--- src/rtl/ll_resp_pkg.sv ---
// Shared types for the linked-list response path: response codes, scheduler
// FSM states and the default-width packed response word.
package ll_resp_pkg;

  typedef enum logic [2:0] {
    RESP_NONE       = 3'd0,
    RESP_TOT_NODES  = 3'd1,
    RESP_LL_NODES   = 3'd2,
    RESP_NO_OP      = 3'd3,
    RESP_DONE       = 3'd4,
    RESP_DECODE_ERR = 3'd5
  } resp_code_e;

  typedef enum logic {
    IDLE = 1'b0,
    SEND = 1'b1
  } sched_state_e;

  localparam int LL_NODENUM_WIDTH      = 8;
  localparam int LL_HEADPTR_ADDR_WIDTH = 4;

  typedef struct packed {
    resp_code_e                       code;
    logic [LL_HEADPTR_ADDR_WIDTH-1:0] ll_num;
    logic [LL_NODENUM_WIDTH-1:0]      num_nodes;
  } resp_word_t;

  // RESP_NONE and the unassigned encodings 6/7 are not valid responses.
  function automatic resp_code_e sanitize_code(input logic [2:0] raw);
    if (raw >= 3'd1 && raw <= 3'd5) begin
      return resp_code_e'(raw);
    end
    return RESP_DECODE_ERR;
  endfunction

endpackage

--- src/rtl/ll_rr_arb.sv ---
// Combinational round-robin pick: first set request at or above i_ptr,
// wrapping modulo N. Shared by the linked-list arbiters.
module ll_rr_arb #(
  parameter int N  = 4,
  parameter int IW = $clog2(N)
) (
  input  logic [N-1:0]  i_req,
  input  logic [IW-1:0] i_ptr,
  output logic [IW-1:0] o_winner,
  output logic          o_any
);

  always_comb begin
    int idx;
    o_winner = '0;
    o_any    = |i_req;
    // Walk from the farthest offset down so the nearest request wins last.
    for (int k = N - 1; k >= 0; k--) begin
      idx = int'(i_ptr) + k;
      if (idx >= N) begin
        idx = idx - N;
      end
      if (i_req[idx]) begin
        o_winner = IW'(idx);
      end
    end
  end

endmodule

--- src/rtl/ll_resp_sched.sv ---
// Round-robin response scheduler with a holding register and valid/ready output.
// Optional stall timeout enabled by defining LL_RESP_TIMEOUT_EN.
module ll_resp_sched
  import ll_resp_pkg::*;
#(
  parameter int NUM_REQ            = 4,
  parameter int NODENUM_WIDTH      = 8,
  parameter int HEADPTR_ADDR_WIDTH = 4,
  parameter int TIMEOUT_CYCLES     = 255
) (
  input  logic                                       clk,
  input  logic                                       reset_n,
  input  logic [NUM_REQ-1:0]                         i_req_vld,
  input  logic [3*NUM_REQ-1:0]                       i_req_code,
  input  logic [HEADPTR_ADDR_WIDTH*NUM_REQ-1:0]      i_req_ll_num,
  input  logic [NODENUM_WIDTH*NUM_REQ-1:0]           i_req_num_nodes,
  output logic [NUM_REQ-1:0]                         o_req_taken,
  output logic [NUM_REQ-1:0]                         o_req_cmpltd,
  output logic                                       o_resp_vld,
  input  logic                                       i_resp_rdy,
  output logic [3+HEADPTR_ADDR_WIDTH+NODENUM_WIDTH-1:0] o_resp_data,
  output logic [$clog2(NUM_REQ)-1:0]                 o_resp_src,
  output logic                                       o_timeout_err
);

  localparam int SRC_W = $clog2(NUM_REQ);

  typedef struct packed {
    resp_code_e                    code;
    logic [HEADPTR_ADDR_WIDTH-1:0] ll_num;
    logic [NODENUM_WIDTH-1:0]      num_nodes;
  } hold_t;

  logic [2:0]                    w_code_arr  [NUM_REQ];
  logic [HEADPTR_ADDR_WIDTH-1:0] w_ll_arr    [NUM_REQ];
  logic [NODENUM_WIDTH-1:0]      w_nodes_arr [NUM_REQ];

  generate
    for (genvar gi = 0; gi < NUM_REQ; gi++) begin : g_unpack
      assign w_code_arr[gi]  = i_req_code[3*gi +: 3];
      assign w_ll_arr[gi]    = i_req_ll_num[HEADPTR_ADDR_WIDTH*gi +: HEADPTR_ADDR_WIDTH];
      assign w_nodes_arr[gi] = i_req_num_nodes[NODENUM_WIDTH*gi +: NODENUM_WIDTH];
    end
  endgenerate

  sched_state_e       r_state;
  logic [SRC_W-1:0]   r_rr_ptr;
  logic [SRC_W-1:0]   r_src;
  hold_t              r_hold;
  logic [NUM_REQ-1:0] r_taken;
  logic [NUM_REQ-1:0] r_cmpltd;
  logic               r_vld;
  logic               r_timeout_err;

  logic [SRC_W-1:0]   w_winner;
  logic               w_any_req;
  logic [SRC_W-1:0]   w_next_ptr;

  ll_rr_arb #(
    .N  (NUM_REQ),
    .IW (SRC_W)
  ) u_arb (
    .i_req    (i_req_vld),
    .i_ptr    (r_rr_ptr),
    .o_winner (w_winner),
    .o_any    (w_any_req)
  );

  assign w_next_ptr = (w_winner == SRC_W'(NUM_REQ - 1)) ? '0 : w_winner + SRC_W'(1);

`ifdef LL_RESP_TIMEOUT_EN
  localparam int CNT_W = $clog2(TIMEOUT_CYCLES + 1);
  logic [CNT_W-1:0] r_stall_cnt;
`endif

  always_ff @(posedge clk) begin
    if (!reset_n) begin
      r_state       <= IDLE;
      r_rr_ptr      <= '0;
      r_src         <= '0;
      r_hold        <= '0;
      r_taken       <= '0;
      r_cmpltd      <= '0;
      r_vld         <= 1'b0;
      r_timeout_err <= 1'b0;
`ifdef LL_RESP_TIMEOUT_EN
      r_stall_cnt   <= '0;
`endif
    end else begin
      r_taken  <= '0;
      r_cmpltd <= '0;
      case (r_state)
        IDLE: begin
          if (w_any_req) begin
            r_hold.code      <= sanitize_code(w_code_arr[w_winner]);
            r_hold.ll_num    <= w_ll_arr[w_winner];
            r_hold.num_nodes <= w_nodes_arr[w_winner];
            r_src            <= w_winner;
            r_taken          <= NUM_REQ'(1) << w_winner;
            r_vld            <= 1'b1;
            r_rr_ptr         <= w_next_ptr;
            r_state          <= SEND;
`ifdef LL_RESP_TIMEOUT_EN
            r_stall_cnt      <= '0;
`endif
          end
        end
        SEND: begin
          // r_vld is always set in SEND, so ready alone completes the handshake.
          if (i_resp_rdy) begin
            r_cmpltd <= NUM_REQ'(1) << r_src;
            r_vld    <= 1'b0;
            r_state  <= IDLE;
          end
`ifdef LL_RESP_TIMEOUT_EN
          else if (r_stall_cnt == CNT_W'(TIMEOUT_CYCLES - 1)) begin
            r_cmpltd      <= NUM_REQ'(1) << r_src;
            r_vld         <= 1'b0;
            r_timeout_err <= 1'b1;
            r_state       <= IDLE;
          end else begin
            r_stall_cnt <= r_stall_cnt + CNT_W'(1);
          end
`endif
        end
        default: r_state <= IDLE;
      endcase
    end
  end

  assign o_req_taken   = r_taken;
  assign o_req_cmpltd  = r_cmpltd;
  assign o_resp_vld    = r_vld;
  assign o_resp_data   = r_hold;
  assign o_resp_src    = r_src;
  assign o_timeout_err = r_timeout_err;

endmodule

--- config.mk ---
export PLATFORM = sky130hd
export DESIGN_NAME = ll_resp_sched
export DESIGN_NICKNAME = d
export VERILOG_FILES = /design/src/rtl/ll_resp_pkg.sv /design/src/rtl/ll_rr_arb.sv /design/src/rtl/ll_resp_sched.sv
export SDC_FILE = /design/constraint.sdc
export NUM_CORES = 1
export LEC_CHECK = 0
export CAP_MARGIN = 30
export CORE_MARGIN = 2
export CORE_UTILIZATION = 40
export DETAILED_ROUTE_END_ITERATION = 7
export PLACE_DENSITY = 0.91
export SLEW_MARGIN = 15
export SYNTH_ARGS = -nofsm -noshare
export SYNTH_HDL_FRONTEND = slang
export SYNTH_SLANG_ARGS = --single-unit
--- constraint.sdc ---
create_clock -name clk -period 3.5 [get_ports clk]
set_input_delay 0.35 -clock clk [delete_from_list [all_inputs] [get_ports clk]]
set_output_delay 0.35 -clock clk [all_outputs]
set_load 0.005 [all_outputs]
* Yosys cells after proc, flatten, opt, wreduce, memory -nomap -nowiden
Index checks and enable logic that the tools add are counted.
** Word-level totals
- Register bits after elaboration :: 29
- Logic and storage cells :: 85
- Input port bits :: 67
** Cells by class
- Equal/unequal tests :: 3
- Muxes and demuxes :: 42
- Reductions and logical operators :: 6
- $lt $le $gt $ge :: 11
- Add/sub/neg operators :: 8
- Shifts and indexed selects :: 2
- Bitwise logic cells :: 4
** Operator list (number)
- 32-bit by 4-bit less-than comparator with 1-bit output, second input constant :: 4
- 32-bit 2-to-1 mux :: 4
- 32-bit by 4-bit >= comparator with 1-bit output, second input constant :: 3
- 32-bit by 4-bit subtractor with 32-bit output, second input constant :: 3
- 8-bit binary-select mux with 2-bit select :: 1
- 1-bit 2-to-1 mux :: 16
- 8-bit 2-to-1 mux :: 2
- 3-bit 2-to-1 mux :: 4
- 2-bit 2-to-1 mux :: 5
- 1-bit binary-select mux with 2-bit select :: 4
- 4-bit binary-select mux with 2-bit select :: 1
- 4-bit 2-to-1 mux :: 2
- 1-bit by 2-bit left shift with 4-bit output, first input constant :: 2
- 2-bit by 2-bit adder with 3-bit output, second input constant :: 2
- 3-bit binary-select mux with 2-bit select :: 1
- 1-bit case mux with 2 select lines :: 2
- 2-bit AND reduction :: 2
- 4-bit OR reduction :: 1
- 2-bit by 3-bit subtractor with 4-bit output, second input constant :: 1
- 2-bit by 1-bit adder with 3-bit output, second input constant :: 1
- 2-bit by 3-bit >= comparator with 1-bit output, second input constant :: 1
- 3-bit by 1-bit >= comparator with 1-bit output, second input constant :: 1
- 3-bit >= comparator, second input constant :: 1
- 3-bit <= comparator, second input constant :: 1
- other kinds (9) :: 11

* Logic depth before layout (Yosys ltp)
Gate-level depths: netlist (run 1).
- Word-level depth :: 21
- Mapped depth :: 9

* Modules after synthesis
From an unflattened synthesis (run 1), not the netlist that was laid out.
** Second synthesis, totals
- Cells, all modules :: 147
- Area, all modules :: 1488.9 µm²
** Modules (own cells, without submodules)
- ll_resp_sched :: instances 1, sequential area each 580.6 µm², cells an instance 134, area an instance 1411.4 µm²
- ll_rr_arb :: instances 1, sequential area each 0.0 µm², cells an instance 13, area an instance 77.6 µm²

* Least setup slack after synthesis (run 1)
OpenSTA, ideal clock, no wires.
- Kind :: register to register
- From :: register r_rr_ptr[1]
- To :: register r_hold (netlist bit o_resp_data[13])
- Buffers on the path :: 0
- Data required time :: 3.441 ns
- Stages on the path, launching flop included :: 7
- Data arrival time :: 1.669 ns
- Slack :: 1.772 ns
- Cell sequence :: dfxtp_1 -> mux2i_1 -> nor2_1 -> nor3_4 -> mux2_2 -> o31ai_1 -> and2_1
** Between the ends
- Cells in the longest elaborated chain, start to end :: 21
** Ends and longest elaborated chain
- start: declaration :: RTL line ll_resp_sched.sv:47 : logic [SRC_W-1:0] r_rr_ptr;
- start signal: assignment :: RTL line ll_resp_sched.sv:101 : r_rr_ptr <= w_next_ptr;
- 2-bit by 2-bit adder with 3-bit output :: RTL line ll_rr_arb.sv:19 : idx = int'(i_ptr) + k;
- 32-bit by 4-bit subtractor with 32-bit output / 32-bit by 4-bit >= comparator with 1-bit output (equally long branches) :: RTL line ll_rr_arb.sv:21, ll_rr_arb.sv:20
- 32-bit 2-to-1 mux :: RTL line ll_rr_arb.sv:20 : if (idx >= N) begin
- 1-bit binary-select mux with 2-bit select :: RTL line ll_rr_arb.sv:23 : if (i_req[idx]) begin
- 1-bit 2-to-1 mux (not written as such) (2 in series) :: RTL line ll_rr_arb.sv:23
- 2-bit 2-to-1 mux (3 in series) :: RTL line ll_rr_arb.sv:23
- 2-bit 2-to-1 mux * :: RTL line ll_rr_arb.sv:23
- 2-bit NOT with 3-bit output (not written as such) * :: RTL line ll_resp_sched.sv:95 : r_hold.code <= sanitize_code(w_code_arr[w_winner]);
- 3-bit binary-select mux with 2-bit select * :: RTL line ll_resp_sched.sv:95
- 3-bit 2-to-1 mux (not written as such) * (2 in series) :: RTL line ll_resp_sched.sv:95
- 3-bit by 1-bit >= comparator with 1-bit output / 3-bit <= comparator (equally long branches) :: RTL line ll_resp_pkg.sv:30 : if (raw >= 3'd1 && raw <= 3'd5) begin
- 1-bit logical AND :: RTL line ll_resp_pkg.sv:30
- 1-bit 2-to-1 mux :: RTL line ll_resp_pkg.sv:30
- 1-bit 2-to-1 mux :: RTL line ll_resp_sched.sv:94 : if (w_any_req) begin
- 1-bit 2-to-1 mux :: RTL line ll_resp_sched.sv:92 : case (r_state)
- 1-bit 2-to-1 mux :: RTL line ll_resp_sched.sv:77 : if (!reset_n) begin
- 3-bit 2-to-1 mux * :: RTL line ll_resp_pkg.sv:33 : return RESP_DECODE_ERR;
- end: declaration :: RTL line ll_resp_sched.sv:49 : hold_t r_hold;
Mark *: on every way between the ends. The rest lies on a longest branch, timed or not. The select of a mux whose other input is x is not followed.
A chain may end at the register's enable or synchronous reset.

* Final worst setup path (run 1)
- From :: input i_req_vld[1]
- To :: register r_hold (netlist bit o_resp_data[13])
** Between the ends
- Cells in the longest elaborated chain, start to end :: 18
** Ends and longest elaborated chain
- start: declaration :: RTL line ll_resp_sched.sv:13 : input logic [NUM_REQ-1:0] i_req_vld,
- 1-bit binary-select mux with 2-bit select :: RTL line ll_rr_arb.sv:23
- 1-bit 2-to-1 mux (not written as such) (2 in series) :: RTL line ll_rr_arb.sv:23
- 2-bit 2-to-1 mux (4 in series) :: RTL line ll_rr_arb.sv:23
- 2-bit NOT with 3-bit output (not written as such) :: RTL line ll_resp_sched.sv:95
- 3-bit binary-select mux with 2-bit select :: RTL line ll_resp_sched.sv:95
- 3-bit 2-to-1 mux (not written as such) (2 in series) :: RTL line ll_resp_sched.sv:95
- 3-bit by 1-bit >= comparator with 1-bit output / 3-bit <= comparator (equally long branches) :: RTL line ll_resp_pkg.sv:30
- 1-bit logical AND :: RTL line ll_resp_pkg.sv:30
- 1-bit 2-to-1 mux :: RTL line ll_resp_pkg.sv:30
- 1-bit 2-to-1 mux :: RTL line ll_resp_sched.sv:94
- 1-bit 2-to-1 mux :: RTL line ll_resp_sched.sv:92
- 1-bit 2-to-1 mux :: RTL line ll_resp_sched.sv:77
- 3-bit 2-to-1 mux :: RTL line ll_resp_pkg.sv:33
Several ways; a longest one is shown, not always the timed one. The select of a mux whose other input is x is not followed.

==> results of run 1 <==
==> layer usage <==
metal	routed length (um)	part of all wire	vias up
li1	-	-	799
met1	1643	0.40	709
met2	2086	0.51	61
met3	311	0.075	9
met4	80	0.019	0
met5	0	0	-
==> final cells by class <==
cell class,count,area share
timing repair buffer,95,0.3620
multi-input combinational,130,0.3533
sequential,29,0.2228
clock buffer,5,0.02640
tap,48,0.02304
clock inverter,3,0.006721
inverter,4,0.005761
==> synth_stat cells, drive strengths merged <==
| cell type | n | area share |
|---|---|---|
| nand2 | 35 | 0.083 |
| dfxtp | 29 | 0.37 |
| mux2i | 20 | 0.13 |
| a21boi | 14 | 0.066 |
| mux2 | 13 | 0.092 |
| o211ai | 11 | 0.052 |
| buf | 10 | 0.043 |
| a21oi | 7 | 0.024 |
| nor3 | 6 | 0.026 |
| clkbuf | 4 | 0.0095 |
| inv | 4 | 0.0095 |
| nor2 | 3 | 0.0071 |
| nor3b | 3 | 0.014 |
| o21ai | 3 | 0.0095 |
| xnor2 | 2 | 0.011 |
| a22o | 1 | 0.0055 |
| a2bb2oi | 1 | 0.0095 |
| a31oi | 1 | 0.0039 |
| and2 | 1 | 0.0039 |
| conb | 1 | 0.0024 |
| nand3 | 1 | 0.0031 |
| nand3b | 1 | 0.0047 |
| nand4 | 1 | 0.0039 |
| nor4 | 1 | 0.0039 |
| o211a | 1 | 0.0063 |
| o311ai | 1 | 0.0055 |
| o31ai | 1 | 0.0047 |
| or2 | 1 | 0.0039 |
==> state kept, by name, indices dropped and copies added, names as in the netlist <==
register	cells
o_resp_data	15
o_req_cmpltd	4
o_req_taken	4
o_resp_src	2
r_rr_ptr	2
o_resp_vld	1
r_state	1
==> metrics by stage <==
stage                     total power (W)  worst slack (ns)
after global routing             0.001053             1.065
after detailed placement        0.0007435            0.9575
after floorplan                 0.0005842             1.772
after CTS                        0.001008             1.240
after global placement          0.0007353             1.020
final                           0.0009964             1.242
==> cells by family (layout without fill, tap and decap cells) <==
family | count (synthesis) | count (layout) | share of synthesized area
muxes | 33 | 33 | 0.2183
DFF | 29 | 29 | 0.3656
buffers and inverters | 18 | 107 | 0.06146
other | 1 | 1 | 0.002362
xor gates and xnor gates | 2 | 2 | 0.01103
AOI/OAI and AO/OA | 41 | 41 | 0.1876
and+or+nand+nor | 53 | 53 | 0.1537
==> worst max-delay path, delay by kind of cell <==
kind / cells / cell delay [ns]
buffers and inverters: 2 / 0.92
multiplexers: 2 / 0.46
AND/OR/NAND/NOR: 2 / 0.38
AO/OA/AOI/OAI: 2 / 0.34
==> power by group through the flow <==
stage | Clock (W) | Sequential, W | Combinational, W
floorplan | 0 | 0.000392 | 0.000193
global placement | 0 | 0.000391 | 0.000344
detailed placement | 0 | 0.000391 | 0.000352
CTS | 0.000270 | 0.000385 | 0.000353
global route | 0.000282 | 0.000389 | 0.000383
finish | 0.000263 | 0.000385 | 0.000349
==> how the worst min path moves through the flow <==
stage / to / slack, ns
CTS: o_resp_data[4] / 0.47
finish: o_resp_data[2] / 0.47
floorplan: r_state / 0.46
global placement: o_resp_data[0] / 0.45
global route: o_resp_data[3] / 0.49
detailed placement: o_resp_data[4] / 0.46
==> impl_metrics.env, run 1 <==
export IMPL_hold_class="flop to flop"
export IMPL_cap_violations=0
export IMPL_path_clk_slew_ns=0.06
export IMPL_cts_made_buffers=5
export IMPL_critPathRequiredTime_ns=3.71
export IMPL_final_cell_area_um2=2606
export IMPL_instances_no_fill=314
export IMPL_slew_violations=0
export IMPL_grt_max_degree=37
export IMPL_hold_start="o_resp_data[2]"
export IMPL_busiest_layer="met2"
export IMPL_insertion_delay_ns=0.28
export IMPL_vias_per_cell=5.025
export IMPL_criticalPathCategory="primary input to flop"
export IMPL_num_nets_final=332
export IMPL_antenna_left=0
export IMPL_fin_setup_tns_ns=0
export IMPL_io_pins=94
export IMPL_relSlewSlack=0.5325
export IMPL_syn_avg_cell_area_um2=8.970
export IMPL_dr_pass1_iters=4
export IMPL_endpoint="o_resp_data[13]"
export IMPL_holdWs_ns=0.4683
export IMPL_syn_num_nets=244
export IMPL_grt_overflow=0
export IMPL_irDropWorstVdd_v=0.0002499
export IMPL_drc=0
export IMPL_drive_above_1_share=0.1053
export IMPL_htree_levels=2
export IMPL_antenna_found_initial=0
export IMPL_grt_pass1_vias=1490
export IMPL_placed_cells=306
export IMPL_switching_share=0.2858
export IMPL_cts_root_buf="clkbuf_8"
export IMPL_crit_chain="clkdlybuf4s50_1 -> nand3b_1 -> a2bb2oi_4 -> buf_4 -> mux2i_1 -> mux2_2 -> o31ai_1 -> and2_1"
export IMPL_slowest_delay_ns=0.49
export IMPL_fill_cells=303
export IMPL_final_core_util=0.6962
export IMPL_syn_cell_area_um2=1588
export IMPL_final_common_cell="clkdlybuf4s50_1"
export IMPL_rr_worst_depth=8
export IMPL_clkPwrFrac=0.264
export IMPL_port_buffers=92
export IMPL_hold_buffers=0
export IMPL_area_delta_synth_final_pct=64.15
export IMPL_placedInstanceArea_um2=2520
export IMPL_synth_cell_types=32
export IMPL_start_kind="primary input"
export IMPL_r2r_start="r_rr_ptr[1]"
export IMPL_grt_setup_unrepaired="no"
export IMPL_startpoint="i_req_vld[1]"
export IMPL_gr_usage_all_layers=0.1982
export IMPL_power_density_nw_per_um2=382.3
export IMPL_die_h_um=67.01
export IMPL_grt_use_met1=0.2205
export IMPL_finalClockSkew_ns=0.005987
export IMPL_die_w_um=67.01
export IMPL_vias=1578
export IMPL_use_met3=0.06081
export IMPL_ctsResizeCount=0
export IMPL_critPathMaxFanout=36
export IMPL_grtUsageMet2=0.3527
export IMPL_grt_pass1_wl_um=6679
export IMPL_cts_buffer_depth=2
export IMPL_slowest_stage="clkdlybuf4s50_1"
export IMPL_r2r_setup_slack_ns=1.45
export IMPL_cts_sinks=29
export IMPL_seq_area_frac_synth=0.3656
export IMPL_outcome="finished, final reports clean"
export IMPL_finalCriticalPeriod_ns=2.258
export IMPL_p_sw_w=0.0002848
export IMPL_wl_um=4121
export IMPL_fmax_mhz=442.9
export IMPL_cp_arrival_ns=2.47
export IMPL_multi_input_area_um2=920.9
export IMPL_cts_tree="built"
export IMPL_worstMarginPinSlew_ns=0.6991
export IMPL_area_sequential_um2=580.6
export IMPL_antenna_cells=0
export IMPL_p_seq_frac=0.386
export IMPL_hpwl_um=3237
export IMPL_post_cts_setup_buffers=0
export IMPL_drt_iter0_drc=69
export IMPL_combinationalPowerShare=0.350
export IMPL_hold_viol=0
export IMPL_regToRegEndpoint="o_resp_data[13]"
export IMPL_gp_congestion=0.7310
export IMPL_whs_path_depth=2
export IMPL_synth_warnings=0
export IMPL_p_leak_nw=0.9707
export IMPL_post_route_period_util=0.6451
export IMPL_rows=22
export IMPL_p_int_w=0.0007116
export IMPL_final_cell_mix="92 x clkdlybuf4s50_1, 35 x nand2_1, 29 x dfxtp_1"
export IMPL_start_util=0.4241
export IMPL_end_kind="flop"
export IMPL_ys_ff_latch=29
export IMPL_core_area_um2=3744
export IMPL_wire_per_inst_um=13.12
export IMPL_die_area_um2=4490
export IMPL_synth_cells=177
export IMPL_setup_viol=0
Power figures use the tool's default switching activity.
==> run 2: changes to the inputs <==
--- a/config.mk
+++ b/config.mk
@@ -7,9 +7,9 @@
 export LEC_CHECK = 0
 export CAP_MARGIN = 30
 export CORE_MARGIN = 2
-export CORE_UTILIZATION = 40
+export CORE_UTILIZATION = 34
 export DETAILED_ROUTE_END_ITERATION = 7
-export PLACE_DENSITY = 0.91
+export PLACE_DENSITY = 0.83
 export SLEW_MARGIN = 15
 export SYNTH_ARGS = -nofsm -noshare
 export SYNTH_HDL_FRONTEND = slang
==> constraint.sdc (replaced) <==
create_clock -name clk -period 1.9 [get_ports clk]
set_input_delay 0.19 -clock clk [delete_from_list [all_inputs] [get_ports clk]]
set_output_delay 0.19 -clock clk [all_outputs]
set_load 0.005 [all_outputs]
==> impl_metrics.env, run 2 (same netlist as run 1, synthesis figures left out) <==
export IMPL_outcome="finished, final reports clean"
export IMPL_antenna_found_initial=0
export IMPL_antenna_cells=0
export IMPL_largest_reg_flops=15
export IMPL_hold_viol=0
export IMPL_critPathRequiredTime_ns=2.04
export IMPL_io_pins=94
export IMPL_cts_sinks=29
export IMPL_antenna_left=0
export IMPL_grt_max_degree=31
export IMPL_start_kind="flop"
export IMPL_final_common_cell="clkdlybuf4s50_1"
export IMPL_regToRegEndpoint="o_resp_data[10]"
export IMPL_fin_setup_tns_ns=0
export IMPL_multi_input_area_um2=928.4
export IMPL_core_area_um2=4414
export IMPL_path_clk_slew_ns=0.06
export IMPL_num_nets_final=351
export IMPL_area_delta_synth_final_pct=81.09
export IMPL_dr_pass1_iters=4
export IMPL_placed_cells=325
export IMPL_area_sequential_um2=583.1
export IMPL_die_w_um=72.34
export IMPL_critPathMaxFanout=5
export IMPL_p_leak_nw=1.135
export IMPL_rr_worst_depth=8
export IMPL_setup_viol=0
export IMPL_hold_start="i_req_vld[0]"
export IMPL_hold_path_endpoint="r_state"
export IMPL_wire_per_inst_um=14.48
export IMPL_holdWs_ns=0.4548
export IMPL_total_power_w=0.002067
export IMPL_finalCriticalPeriod_ns=1.832
export IMPL_power_density_nw_per_um2=718.9
export IMPL_cp_top_family="compound AO/OA/AOI/OAI gates"
export IMPL_r2r_start="r_rr_ptr[0]"
export IMPL_fmax_mhz=545.7
export IMPL_whs_path_depth=4
export IMPL_drc=0
export IMPL_rows=24
export IMPL_final_cell_mix="89 x clkdlybuf4s50_1, 35 x nand2_1, 27 x dfxtp_1"
export IMPL_drt_iter0_drc=78
export IMPL_fill_cells=365
export IMPL_r2r_setup_slack_ns=0.07
export IMPL_die_area_um2=5232
export IMPL_grt_pass1_vias=1701
export IMPL_start_util=0.3597
export IMPL_slew_violations=0
export IMPL_gp_congestion=0.7563
export IMPL_cap_violations=0
export IMPL_gr_usage_all_layers=0.1826
export IMPL_hpwl_um=3538
export IMPL_die_h_um=72.34
export IMPL_cts_made_buffers=5
export IMPL_htree_levels=2
export IMPL_port_buffers=92
export IMPL_crit_chain="inv_1 -> a21oi_2 -> a2bb2oi_4 -> buf_12 -> clkbuf_16 -> mux2_2 -> o211ai_1 -> a21boi_0"
export IMPL_cts_buffer_depth=2
export IMPL_insertion_delay_ns=0.27
export IMPL_grt_pass1_wl_um=7410
export IMPL_critical_path_buf_inv_count=3
export IMPL_cts_root_buf="clkbuf_8"
export IMPL_slowest_delay_ns=0.34
export IMPL_instances_no_fill=337
export IMPL_final_core_util=0.6514
export IMPL_end_kind="flop"
export IMPL_vias=1703
export IMPL_slowest_stage="dfxtp_2"
export IMPL_cts_tree="built"
export IMPL_wl_um=4881
export IMPL_hold_class="primary input to flop"
export IMPL_drive_above_1_share=0.1789
export IMPL_grt_overflow=0
export IMPL_finalClockSkew_ns=0.008090
export IMPL_vias_per_cell=5.053
export IMPL_irDropWorstVdd_v=0.0002936
export IMPL_post_route_period_util=0.9644
export IMPL_cp_arrival_ns=1.97
export IMPL_criticalPathCategory="flop to flop"
[run 2: changes by cell type in the layout (fill, tap and decap cells not counted), sizes merged]
cell and delta:
buf +17, dlymetal6s2s +3, clkdlybuf4s50 -3, clkinv -1, clkbuf +4, clkinvlp -1
[run 2: final cells by class]
| cell class | count | share of cell area |
|---|---|---|
| flip-flops and latches | 29 | 0.2028 |
| clock buffers | 7 | 0.03351 |
| inverters | 4 | 0.005222 |
| repair buffers | 114 | 0.4112 |
| clock inverters | 1 | 0.001741 |
| multi-input cells | 130 | 0.3229 |
| well taps | 52 | 0.02263 |
[run 2: worst reg2reg max path: cells and delay by family, from the launching register on]
kind	cells	cell delay, ns
mux	1	0.33
buf+inv	3	0.35
flops	1	0.34
compound gates	4	0.67
[run 2: per-layer routing]
metal | GRT usage | wire length (um) | up-vias
met5 | 0 | 0 | -
met4 | 0.07966 | 93 | 0
met3 | 0.04583 | 304 | 8
met2 | 0.3435 | 2583 | 63
met1 | 0.1892 | 1901 | 795
li1 | - | - | 837
[run 2: worst max-delay path by stage]
stage | startpoint | end | slack (ns) | depth (start not counted)
2_1_floorplan | r_rr_ptr[1] | o_resp_data[13] | 0.17 | 6
3_3_place_gp | i_req_vld[0] | o_resp_data[0] | -0.17 | 10
3_5_place_dp | i_req_vld[0] | o_resp_data[11] | -0.22 | 8
4_1_cts | i_req_vld[0] | o_resp_data[4] | 0.01 | 8
5_1_grt | r_rr_ptr[0] | o_resp_data[10] | -0.03 | 10
6_report | r_rr_ptr[0] | o_resp_data[10] | 0.07 | 8
[run 2: stage by stage]
step | area [um2] | worst slack (ns)
6_report | 2875 | 0.06759
2_1_floorplan | 1588 | 0.1716
3_3_place_gp | 2675 | -0.1726
3_5_place_dp | 2675 | -0.2229
4_1_cts | 2776 | 0.01175
5_1_grt | 2875 | -0.03124
[run 2: timing repair]
action | 4_1_cts | 5_1_grt
hold buffers | 0 | 0
setup buffers | 0 | 2
resized for setup | 0 | 8
setup endpoints to repair | 0 | 15
[run 2: report_power, final]
part           internal (W)  switching (W)  total, W
Combinational      0.000504       0.000302  0.000806
Sequential         0.000672      0.0000361  0.000708
Clock              0.000327       0.000227  0.000553
Total               0.00150       0.000565   0.00207
